===== src/rtl/ones_frame_gen.sv =====
// Pattern source: turns a count N into a DEPTH-bit serial frame with N evenly
// spread ones (first-order accumulator), also assembled into a parallel word.
module ones_frame_gen #(
  parameter int WIDTH = 6,
  parameter int DEPTH = 63
) (
  input  logic             clk,
  input  logic             rst,
  input  logic             cnt_valid,
  input  logic [WIDTH-1:0] cnt,
  output logic             cnt_ready,
  output logic             busy,
  output logic             bit_valid,
  output logic             bit_out,
  output logic             frame_last,
  output logic             word_valid,
  output logic [DEPTH-1:0] word
);

  localparam int IW = (DEPTH > 1) ? $clog2(DEPTH) : 1;
  localparam logic [WIDTH:0]  DEPTH_ACC = (WIDTH+1)'(DEPTH);
  localparam logic [IW-1:0]   LAST_IDX  = IW'(DEPTH - 1);

  typedef enum logic {IDLE = 1'b0, RUN = 1'b1} state_t;

  state_t           state_reg, state_next;
  logic [WIDTH-1:0] n_reg;
  logic [WIDTH:0]   acc_reg;
  logic [WIDTH:0]   acc_n;
  logic [IW-1:0]    idx_reg;
  logic [DEPTH-1:0] shift_reg;
  logic             at_last;
  logic             accept;
  logic             b;

  assign at_last = (state_reg == RUN) && (idx_reg == LAST_IDX);
  assign accept  = cnt_valid && cnt_ready;
  assign acc_n   = acc_reg + {1'b0, n_reg};
  assign b       = (acc_n >= DEPTH_ACC);

  // State register
  always_ff @(posedge clk or posedge rst) begin
    if (rst) state_reg <= IDLE;
    else     state_reg <= state_next;
  end

  // Next-state logic: a request taken on the last bit chains the next frame
  always_comb begin
    state_next = state_reg;
    case (state_reg)
      IDLE: if (accept) state_next = RUN;
      RUN:  if (at_last) state_next = cnt_valid ? RUN : IDLE;
      default: state_next = IDLE;
    endcase
  end

  // Combinational outputs
  always_comb begin
    cnt_ready = (state_reg == IDLE) || at_last;
    busy      = (state_reg == RUN);
  end

  // Accumulator, bit index and registered serial outputs
  always_ff @(posedge clk or posedge rst) begin
    if (rst) begin
      n_reg      <= '0;
      acc_reg    <= '0;
      idx_reg    <= '0;
      bit_valid  <= 1'b0;
      bit_out    <= 1'b0;
      frame_last <= 1'b0;
      word_valid <= 1'b0;
      word       <= '0;
    end else begin
      bit_valid  <= (state_reg == RUN);
      bit_out    <= (state_reg == RUN) && b;
      frame_last <= at_last;
      word_valid <= frame_last;
      if (frame_last) word <= shift_reg;
      if (accept) begin
        n_reg   <= cnt;
        acc_reg <= '0;
        idx_reg <= '0;
      end else if (state_reg == RUN) begin
        acc_reg <= b ? (acc_n - DEPTH_ACC) : acc_n;
        idx_reg <= at_last ? '0 : idx_reg + 1'b1;
      end
    end
  end

  // Each frame bit lands in its own slot; every slot is rewritten every frame
  genvar gi;
  generate
    for (gi = 0; gi < DEPTH; gi++) begin : g_slot
      always_ff @(posedge clk or posedge rst) begin
        if (rst)
          shift_reg[gi] <= 1'b0;
        else if ((state_reg == RUN) && (idx_reg == IW'(gi)))
          shift_reg[gi] <= b;
      end
    end
  endgenerate

endmodule


===== config.mk =====
export PLATFORM = sky130hd
export DESIGN_NAME = ones_frame_gen
export DESIGN_NICKNAME = d
export VERILOG_FILES = /design/src/rtl/ones_frame_gen.sv
export SDC_FILE = /design/constraint.sdc
export NUM_CORES = 1
export LEC_CHECK = 0
export BUFFER_PORTS_ARGS = -buffer_cell sky130_fd_sc_hd__buf_2
export CAP_MARGIN = 30
export CORE_UTILIZATION = 34
export DETAILED_ROUTE_END_ITERATION = 10
export SYNTH_ARGS = -nofsm -noshare
export SYNTH_HDL_FRONTEND = slang
export SYNTH_SLANG_ARGS = --single-unit

===== constraint.sdc =====
create_clock -name clk -period 12.35 [get_ports clk]
set_input_delay 2.47 -clock clk [delete_from_list [all_inputs] [get_ports clk]]
set_output_delay 2.47 -clock clk [all_outputs]
set_load 0.01 [all_outputs]

==> results.yml, run 1 <==
finish:
  layout_commonest_cell: "dfrtp_1"
  layout_common_cells: "dfrtp_1 (149), mux2_2 (132), buf_2 (77), nor2_1 (70), nand2_1 (29)"
  fin_nets: 612
  stdcell_count: 864
  finalInstanceArea_um2: 7820
  syn2layout_area_growth_pct: 18.8
  layout-drive-gt1-share_pct: 42.4
  diodes: 0
place:
  globalplace.congestion: 0.855
  port_buffers: 77
  dpl-instance-area_um2: 7210
  dp_slack_ns: 7.99
  dp_cells: 832
  dp_hpwl_mm: 10.1
pwr:
  clockPowerShare_pct: 51.4
  switchingPower_uw: 235
  powerDensity_nw_per_um2: 132
  intPower_uw: 799
  p_leak_nw: 3.97
  pwr-share-seq_pct: 47.5
  vdd_ir_drop_max_mv: 0.0767
  switching_share_pct: 22.7
  combPwrFrac_pct: 1.1
  finalPower_mw: 1.03
worst_setup_path:
  cp_slowest_stage_delay_ns: 0.62
  cp_max_fo: 9
  worst_ep_arrival_time_ns: 2.34
  setup.worst_path.start_class: "register"
  path_class: "reg -> out"
  cp.required_ns: 9.88
  cpMaxStageDelayCell: "o21ai_1"
  worstPathCellList: "inv_1 > ha_1 > nand3_1 > o21ai_1 > buf_2"
  endpoint_kind: "output port"
sta:
  max_freq_mhz: 208
  fin_setup_tns_ns: 0
  fin_skew_ns: 0.00983
  worst_pin_slew_ns: 1.05
  hold_viol: 0
  period_needed_ns: 4.81
  fin_ws_ns: 7.54
  period_share_pct: 38.9
  finalSetupViolations: 0
  drv_slew: 0
  grt_setup_unrepaired: "no"
  slew_headroom_pct: 29.3
synth:
  ys_warn_count: 0
  syn_area_um2: 6580
  seq_area_frac_synth_pct: 57.0
  synth_seq_cells: 150
  synth_edf_count: 0
  async_reset_ff_share_pct: 100
  ys_top_cells_by_area: "dfrtp_1 (57%), mux2_2 (23%), nor2_1 (4.0%), ha_1 (2.1%), nand2_1 (1.7%)"
  synth_cell_types: 56
  synth_nets: 538
  yosys.area.top_type: "dfrtp_1"
  synth_top_area_share_pct: 57.0
  synthCells: 517
  synthFlopType: "dfrtp_1"
  avgSynthCellArea_um2: 12.7
global_routing:
  grt_pass1_wl_mm: 24.4
  grt_pass1_vias: 4511
  grt_overflow_total: 0
  track_usage_pct: 16.1
  antenna_found_initial: 0
  grt_max_degree: 77
route:
  wl_mm: 14.8
  post-route-drc-count: 0
  ant_nets: 0
  wire_per_inst_um: 17.1
  drtIter0Drc: 249
  vias: 4274
  viasPerCell: 4.95
  drtPass1Iterations: 4
cts:
  clk_path_buf_depth: 2
  cts_resized: 0
  post_cts_buffers: 0
  cts-buffers-inserted: 17
  clock_latency_ns: 0.42
  cts.sinks: 150
  cts_tree: "done"
  cts_root_buf: "clkbuf_16"
  cts.clk_slew.worst_paths_ns: 0.07
  htreeDepth: 4
  hold_buffers: 0
floorplan:
  io_pins: 78
  core_area_um2: 18800
  dieHeight_um: 141
  die-area_um2: 19900
  fp.dieW_um: 141
  start_util_pct: 35.0
  core.rowCount: 50
min_path:
  hp-class: "reg -> reg"
status:
  status: "finished, final reports clean"
run:
  maxCapViolCount: 0
==> power groups by stage <==
stage	registers (mW)	logic, mW	clock network, mW
2_1_floorplan	0.501	0.00727	0
3_3_place_gp	0.500	0.0116	0
3_5_place_dp	0.500	0.0120	0
4_1_cts	0.491	0.0120	0.544
5_1_grt	0.491	0.0133	0.566
6_report	0.491	0.0111	0.532
==> logic make-up after synthesis <==
group,after synthesis,share of synthesized area (%)
xor gates and xnor gates,3,0.399
muxes,133,22.7
and+or+nand+nor,143,10.1
adders and majority gates,12,2.39
DFF,150,57.0
AOI/OAI and AO/OA,44,5.32
buffers and inverters,32,2.05
==> cell type report <==
type | count | area [um2]
Clock buffer | 17 | 425
Tap cell | 260 | 325
Multi-Input combinational cell | 335 | 2700
Inverter | 7 | 31.3
Timing Repair Buffer | 80 | 408
Clock inverter | 15 | 184
Sequential cell | 150 | 3750
Fill cell | 1752 | 11000
==> per-stage QoR <==
step           util (%)  hold slack (ns)
2_1_floorplan         -            0.433
3_3_place_gp       38.3            0.484
3_5_place_dp       38.3            0.489
4_1_cts            41.5            0.506
5_1_grt            41.5            0.520
6_report           41.5            0.500
==> cell usage after synthesis, types with 2 or more instances <==
library cell / number
or2_2: 2
nand3_1: 11
nor3b_1: 3
a311oi_1: 3
inv_1: 7
o2111ai_1: 2
nor2_1: 70
and4_1: 2
or4_1: 2
ha_1: 11
xor2_1: 2
dfrtp_1: 150
a21oi_1: 4
mux2_2: 132
o21ai_0: 12
and2_1: 4
nand3b_1: 2
clkbuf_2: 6
nor3_1: 3
o31ai_1: 2
o311ai_0: 2
nor2b_1: 5
o21bai_1: 2
nand4_1: 2
nand2_1: 29
buf_1: 5
clkbuf_1: 13
==> final timing paths <==
check / startpoint / endpoint / slack (ns) / depth (start not counted)
worst min register to register: word[28]$_DFFE_PP0P_ / word[28]$_DFFE_PP0P_ / 0.50 / 1
worst min-delay path: word[28]$_DFFE_PP0P_ / word[28]$_DFFE_PP0P_ / 0.50 / 1
max in group asynchronous: rst / shift_reg[37]$_DFFE_PP0P_ / 8.83 / 3
worst max-delay path: idx_reg[0]$_DFFE_PP0P_ / cnt_ready / 7.54 / 5
worst max register to register: acc_reg[0]$_DFFE_PP0P_ / shift_reg[62]$_DFFE_PP0P_ / 8.65 / 8
min in group asynchronous: rst / bit_valid$_DFF_PP0_ / 2.14 / 2
==> routing by layer <==
layer | GRT usage [%] | routed length [um]
met1 | 20.1 | 6640
met2 | 26.3 | 7250
met3 | 4.38 | 602
met4 | 6.46 | 265
met5 | 0 | 0
==> critical path, delay by kind of cell (launching register included) <==
family | cells | cell delay, ns
buffers and inverters | 2 | 0.37
and+or+nand+nor | 1 | 0.27
AOI/OAI and AO/OA | 1 | 0.62
adders and majority gates | 1 | 0.22
DFF | 1 | 0.44
(Power assumes the default switching activity.)
==> run 2: changes to the inputs <==
clock period = 4.3 ns   (was 12.35 ns; I/O delays follow)
==> results.yml, run 2 (synthesis results as in run 1) <==
floorplan:
  core_area_um2: 18800
  die-area_um2: 19900
  core.rowCount: 50
  start_util_pct: 35.0
  fp.dieW_um: 141
  dieHeight_um: 141
  io_pins: 78
route:
  post-route-drc-count: 0
  drtIter0Drc: 260
  wl_mm: 14.4
  viasPerCell: 4.88
  ant_nets: 0
  wire_per_inst_um: 16.6
  drtPass1Iterations: 4
  vias: 4209
finish:
  ff_latch_area_um2: 3750
  layout_common_cells: "dfrtp_1 (149), mux2_2 (132), buf_2 (77), nor2_1 (70), nand2_1 (29)"
  fin_nets: 612
  diodes: 0
  stdcell_count: 863
  multi_input_area_um2: 2700
  layout-drive-gt1-share_pct: 42.0
  finalInstanceArea_um2: 7830
  fillers: 1791
  syn2layout_area_growth_pct: 18.9
  layout_commonest_cell: "dfrtp_1"
worst_setup_path:
  reg2reg_slack_ns: 1.17
  worstPathCellList: "inv_1 > ha_1 > nand3_1 > o21ai_1 > buf_2"
  cp.required_ns: 3.44
  path_class: "reg -> out"
  cp-startpoint: "idx_reg[0]$_DFFE_PP0P_"
  crit_family: "compound AO/OA/AOI/OAI gates"
  cp_num_buf_inv: 2
  worst_ep_arrival_time_ns: 2.53
  cpMaxStageDelayCell: "o21ai_1"
  endpoint_kind: "output port"
  cp_num_cells: 5
  reg2reg_to: "shift_reg[7]$_DFFE_PP0P_"
  worst_r2r_path_depth: 8
  setup.worst_path.start_class: "register"
  cp_slowest_stage_delay_ns: 0.71
  rr_startpoint: "n_reg[0]$_DFFE_PP0P_"
  crit_path_end: "cnt_ready"
  cp_max_fo: 9
place:
  globalplace.congestion: 0.837
  dp_hpwl_mm: 9.95
  port_buffers: 77
  dp_cells: 832
  dpl-instance-area_um2: 7230
  dp_slack_ns: 1.22
global_routing:
  grt_pass1_vias: 4418
  antenna_found_initial: 0
  track_usage_pct: 15.5
  grt_pass1_wl_mm: 23.7
  grt_max_degree: 117
  grt_overflow_total: 0
sta:
  hold_viol: 0
  fin_ws_ns: 0.911
  period_needed_ns: 3.39
  drv_slew: 0
  fin_setup_tns_ns: 0
  finalSetupViolations: 0
  fin_skew_ns: 0.00791
  grt_setup_unrepaired: "no"
  max_freq_mhz: 295
  worst_pin_slew_ns: 0.944
  slew_headroom_pct: 36.6
  period_share_pct: 78.8
run:
  maxCapViolCount: 0
cts:
  post_cts_buffers: 0
  cts.clk_slew.worst_paths_ns: 0.06
  cts.sinks: 150
  clk_path_buf_depth: 2
  cts_root_buf: "clkbuf_16"
  cts_tree: "done"
  clock_latency_ns: 0.42
  hold_buffers: 0
  cts-buffers-inserted: 17
  cts_resized: 0
  htreeDepth: 4
pwr:
  powerDensity_nw_per_um2: 379
  p_leak_nw: 3.96
  vdd_ir_drop_max_mv: 0.240
min_path:
  hp-class: "reg -> reg"
status:
  status: "finished, final reports clean"
[run 2: area by class of cell]
type,instances,area share (%)
clock inverter,12,2.13
inverter,7,0.384
sequential,150,48.0
clock buffer,19,5.53
multi-input combinational,335,34.4
tap,260,4.16
timing repair buffer,80,5.37
[run 2: worst min-delay path by stage]
stage                    startpoint                    to  cells after the start
2_1_floorplan  frame_last$_DFF_PP0_  word_valid$_DFF_PP0_                      0
3_3_place_gp   word[39]$_DFFE_PP0P_  word[39]$_DFFE_PP0P_                      1
3_5_place_dp   word[13]$_DFFE_PP0P_  word[13]$_DFFE_PP0P_                      1
4_1_cts        word[13]$_DFFE_PP0P_  word[13]$_DFFE_PP0P_                      1
5_1_grt        word[11]$_DFFE_PP0P_  word[11]$_DFFE_PP0P_                      1
6_report       word[13]$_DFFE_PP0P_  word[13]$_DFFE_PP0P_                      1
[run 2: power breakdown]
group	switching (mW)	total [mW]	internal (mW)
Clock	0.596	1.52	0.921
Combinational	0.0286	0.0333	0.00472
Sequential	0	1.41	1.41
[run 2: metal layers]
metal	global-route usage, %	vias up	wire length, um
met5	0	-	0
met4	5.84	0	228
met3	3.94	15	663
met2	24.7	91	6960
met1	20.2	2133	6510
li1	-	1970	-
[run 2: through the flow]
stage / power, mW / hold WS [ns] / utilization [%]
floorplan: 1.46 / 0.433 / -
global placement: 1.47 / 0.485 / 38.4
detailed placement: 1.47 / 0.491 / 38.4
CTS: 3.00 / 0.506 / 41.6
global route: 3.06 / 0.517 / 41.6
finish: 2.96 / 0.499 / 41.6
